--- src/rtl/mux2_rr_arbiter.sv ---
// Two-requester round-robin arbiter feeding a one-entry output register.
// The winner of a tie alternates; per-source transfer counters wrap.
module mux2_rr_arbiter #(
  parameter int N  = 8,
  parameter int CW = 16
) (
  input  logic          clk,
  input  logic          rst,
  input  logic          a_valid,
  input  logic [N-1:0]  a_data,
  output logic          a_ready,
  input  logic          b_valid,
  input  logic [N-1:0]  b_data,
  output logic          b_ready,
  output logic          out_valid,
  output logic [N-1:0]  out_data,
  input  logic          out_ready,
  output logic          sel,
  output logic [CW-1:0] cnt_a,
  output logic [CW-1:0] cnt_b
);

  typedef enum logic {EMPTY = 1'b0, FULL = 1'b1} state_t;

  state_t        state_q, state_d;
  logic [N-1:0]  data_q, data_d;
  logic          sel_q, sel_d;
  logic          prio_q, prio_d;
  logic [CW-1:0] cnt_a_q, cnt_a_d;
  logic [CW-1:0] cnt_b_q, cnt_b_d;

  logic can_load, grant_a, grant_b, xfer_a, xfer_b;

  always_comb begin
    can_load = (state_q == EMPTY) || out_ready;
    // prio only matters on a tie; a lone requester always wins
    grant_a  = a_valid && (!b_valid || !prio_q);
    grant_b  = b_valid && (!a_valid ||  prio_q);
    a_ready  = can_load && grant_a;
    b_ready  = can_load && grant_b;
    xfer_a   = a_valid && a_ready;
    xfer_b   = b_valid && b_ready;
  end

  always_comb begin
    state_d = state_q;
    data_d  = data_q;
    sel_d   = sel_q;
    prio_d  = prio_q;
    cnt_a_d = cnt_a_q;
    cnt_b_d = cnt_b_q;
    if (xfer_a) begin
      state_d = FULL;
      data_d  = a_data;
      sel_d   = 1'b0;
      prio_d  = 1'b1;
      cnt_a_d = cnt_a_q + CW'(1);
    end else if (xfer_b) begin
      state_d = FULL;
      data_d  = b_data;
      sel_d   = 1'b1;
      prio_d  = 1'b0;
      cnt_b_d = cnt_b_q + CW'(1);
    end else if (state_q == FULL && out_ready) begin
      // drain without refill: data and sel keep their last value
      state_d = EMPTY;
    end
  end

  always_ff @(posedge clk) begin
    if (rst) begin
      state_q <= EMPTY;
      data_q  <= '0;
      sel_q   <= 1'b0;
      prio_q  <= 1'b0;
      cnt_a_q <= '0;
      cnt_b_q <= '0;
    end else begin
      state_q <= state_d;
      data_q  <= data_d;
      sel_q   <= sel_d;
      prio_q  <= prio_d;
      cnt_a_q <= cnt_a_d;
      cnt_b_q <= cnt_b_d;
    end
  end

  assign out_valid = (state_q == FULL);
  assign out_data  = data_q;
  assign sel       = sel_q;
  assign cnt_a     = cnt_a_q;
  assign cnt_b     = cnt_b_q;

endmodule

--- config.mk ---
export PLATFORM = sky130hd
export DESIGN_NAME = mux2_rr_arbiter
export DESIGN_NICKNAME = d
export VERILOG_FILES = /design/src/rtl/mux2_rr_arbiter.sv
export SDC_FILE = /design/constraint.sdc
export NUM_CORES = 1
export LEC_CHECK = 0
export BUFFER_PORTS_ARGS = -buffer_cell sky130_fd_sc_hd__buf_2
export CAP_MARGIN = 20
export CORE_UTILIZATION = 34
export CTS_CLUSTER_DIAMETER = 100
export DETAILED_ROUTE_END_ITERATION = 6
export GPL_ROUTABILITY_DRIVEN = 0
export GPL_TIMING_DRIVEN = 0
export MAX_ROUTING_LAYER = met4
export SETUP_SLACK_MARGIN = 0.02
export SYNTH_ARGS = -nofsm -noshare
export SYNTH_HDL_FRONTEND = slang
export SYNTH_SLANG_ARGS = --single-unit
export TNS_END_PERCENT = 10
--- constraint.sdc ---
create_clock -name clk -period 2.37 [get_ports clk]
set_input_delay 0.474 -clock clk [delete_from_list [all_inputs] [get_ports clk]]
set_output_delay 0.474 -clock clk [all_outputs]
set_load 0.05 [all_outputs]
==> key figures <==
Yosys
  • Post-synth top area cell: dfxtp_1
  • Seq/Total Area, Yosys: 42.7%
  • Synth area leaders: dfxtp_1, nand2_1, a21oi_1, o31ai_1, or4_1
  • Syn_nets: 263
  • Synthesized area: 2020 um^2
  • Synth top area share: 42.7%
  • Synthesis Warnings: 0
  • Syn avg cell area: 8.40 um^2
  • Most used DFF post-synth: dfxtp_1
  • Synth cell types: 33
  • EDFF count, synth: 0
  • Asr flop ratio synth: 0%
  • Post-Synthesis Cells: 240
  • Synthesized flop and latch total: 43

Floorplanning
  • Io pins: 65
  • Num rows: 27
  • Vertical die dimension: 79.0 um
  • Die X: 79.0 um
  • Starting Density: 35.9%
  • Die ar.: 6240 um^2
  • Total core area: 5610 um^2

CTS
  • TritonCTS Buffers: 5
  • CTS tree: done
  • Post-CTS Hold Fix Bufs: 0
  • Clock Path Buffers: 2
  • Clk sinks: 43
  • H-tree depth: 2
  • Post-CTS setup buffer count: 0
  • Root Buffer Master: clkbuf_8
  • Worst-path clk slew: 0.08 ns
  • Clk Latency, worst-skew pair: 0.29 ns
  • Post-cts sizing count: 0

Global routing
  • Total grt overflow: 0
  • Vias in the first global route: 1689
  • Largest net degree at the start of global routing: 13
  • Initial antenna violation count: 0
  • First-pass GRT wire length: 8.20 mm
  • Gr usage total: 17.3%

Worst setup path
  • WP depth: 5
  • Crit-path max cell delay: 0.42 ns
  • CP Launch Type: flip-flop
  • CP endpoint kind: output port
  • Worst setup path end: b_ready
  • Reg2reg end: cnt_a[15]
  • Reg2reg start: cnt_a[4]
  • CP top delay family: buffers and inverters
  • CP bufs+invs: 3
  • Worst Setup SP: prio_q
  • Flop2flop setup slack: 0.56 ns
  • Critical path peak fanout: 10
  • Crit path DAT: 1.74 ns
  • Critical path class: reg2out
  • Crit-path cells: nand2b_1 -> nand3_4 -> inv_2 -> buf_4 -> buf_2
  • CP max-delay cell: dfxtp_1
  • CP required: 1.90 ns
  • Reg2reg path depth: 5

Detailed routing
  • Final ANT Viol Nets: 0
  • Vias per cell: 5.30
  • Detailed-route DRC error count: 0
  • Drt pass-1 iters: 4
  • Routed len/inst: 13.3 um
  • Number of DRC markers in iteration 0: 98
  • Vias: 2019
  • DRT Wirelength: 5.08 mm

Worst hold path
  • Hold WC Path Type: in2reg

Finish
  • Layout net count: 331
  • Post-route cell area: 2520 um^2
  • Post-route insts no fill: 381
  • Share of cells above drive strength 1: 26.9%
  • Area grow syn2layout: 25.2%
  • Number of diodes: 0
  • Final Core Density: 45.0%

Placed design
  • Placed Instances: 373
  • Instance area at placement: 2410 um^2
  • Port buffer count: 61
  • Hpwl dp: 3.65 mm

Pwr
  • Max VDD drop: 0.000267 V
  • Leak pwr: 1.02 nW
  • Pwr per Cell Area: 593 nW/um^2

STA
  • Fin. Hold Viols: 0
  • Relative slew slack: 66.5%
  • Clk_skew: 0.00460 ns
  • Slew @ Worst Pin: 0.503 ns
  • Final setup viols: 0
  • Final worst path period need: 2.21 ns
  • Pins Over Slew Limit: 0
  • Final worst path period share: 93.4%
  • RSZ-0062 raised after global routing: no
  • Fmax achieved: 452 MHz
  • Post-route setup TNS: 0 ns

Job
  • Max Cap Viol: 0

Status
  • Status: finished, final reports clean
## report_power, final
group          switching [mW]  total (mW)  internal [mW]
Combinational           0.163       0.224         0.0606
Sequential             0.0179       0.763          0.745
Clock                   0.244       0.510          0.266
## synthesized netlist by cell type, types with 5 or more instances
cell type	number
or3_1	6
nand3_1	9
nand2_1	31
clkbuf_1	5
nor2b_1	5
inv_1	5
o31ai_1	13
nand4_1	9
nor2_1	21
or4_1	13
xnor2_1	5
dfxtp_1	43
a21oi_1	23
a311oi_1	8
o21ai_0	6
## worst min-delay path: stages
cell and delay [ns]:
buf_2 0.10, nand2_1 0.04, a311oi_1 0.08
## layout make-up
type                    instances  area [um^2]
repair buffers                 61          305
clock buffers                   8          100
well taps                      72         90.1
fillers                       609         3080
flip-flops and latches         43          861
plain buffers                  13         65.1
multi-input cells             178         1080
inverters                       6         22.5
## cells by family after synthesis
| family | count (synthesis) | share of synthesized area (%) |
|---|---|---|
| multiplexers | 3 | 1.68 |
| AO/OA/AOI/OAI | 51 | 16.1 |
| buffers and inverters | 19 | 4.34 |
| flip-flops | 43 | 42.7 |
| adder cells (fa/ha/maj) | 2 | 1.24 |
| AND/OR/NAND/NOR | 114 | 30.5 |
| XOR/XNOR | 8 | 3.48 |
## cells in the final DEF, fill, tap and decap left out, drive strengths merged
| cell type | synthesis | routed |
|---|---|---|
| nor2 | 21 | 21 |
| dfxtp | 43 | 43 |
| nand3b | 1 | 1 |
| nor3 | 2 | 2 |
| xnor2 | 5 | 5 |
| and4 | 2 | 2 |
| a21oi | 23 | 23 |
| nand3 | 12 | 12 |
| nand2 | 31 | 31 |
| buf | 8 | 69 |
| and2 | 3 | 3 |
| inv | 6 | 6 |
| nand2b | 2 | 2 |
| and4bb | 1 | 1 |
| ha | 2 | 2 |
| xor2 | 3 | 3 |
| nor2b | 5 | 5 |
| nor4 | 2 | 2 |
| clkbuf | 5 | 13 |
| or3 | 7 | 7 |
| o31ai | 13 | 13 |
| nand4 | 9 | 9 |
| a311oi | 8 | 8 |
| a21boi | 1 | 1 |
| mux2 | 3 | 3 |
| and3 | 3 | 3 |
| or4 | 13 | 13 |
| o21ai | 6 | 6 |
## registers in the layout, summed over array words and instances (netlist names)
| signal | count |
|---|---|
| cnt_a | 16 |
| cnt_b | 16 |
| out_data | 8 |
| out_valid | 1 |
| prio_q | 1 |
| sel | 1 |
## how the worst min path moves through the flow
stage                            from           to  cells after the start
final                       b_data[4]  out_data[4]                      3
after global routing        b_data[2]  out_data[2]                      3
after CTS                   b_data[0]  out_data[0]                      3
after detailed placement  out_data[0]  out_data[0]                      2
after global placement    out_data[5]  out_data[5]                      2
after floorplan                prio_q       prio_q                      2
## per-stage QoR
stage                     total power [mW]  setup slack, ns  hold WS (ns)
after floorplan                      0.940            0.380         0.484
after global placement                1.00           0.0935         0.465
after detailed placement              1.00           0.0760         0.471
after CTS                             1.52           0.0366         0.426
after global routing                  1.57           0.0355         0.443
final                                 1.50            0.157         0.440
## metal layers
layer,global-route usage (%),up-vias,routed length [um]
met2,24.7,61,2240
met1,23.7,940,2470
met4,6.00,0,70
met3,4.48,7,309
met5,-,-,0
li1,-,1011,-
No activity file was read; power rests on OpenSTA's default activity.
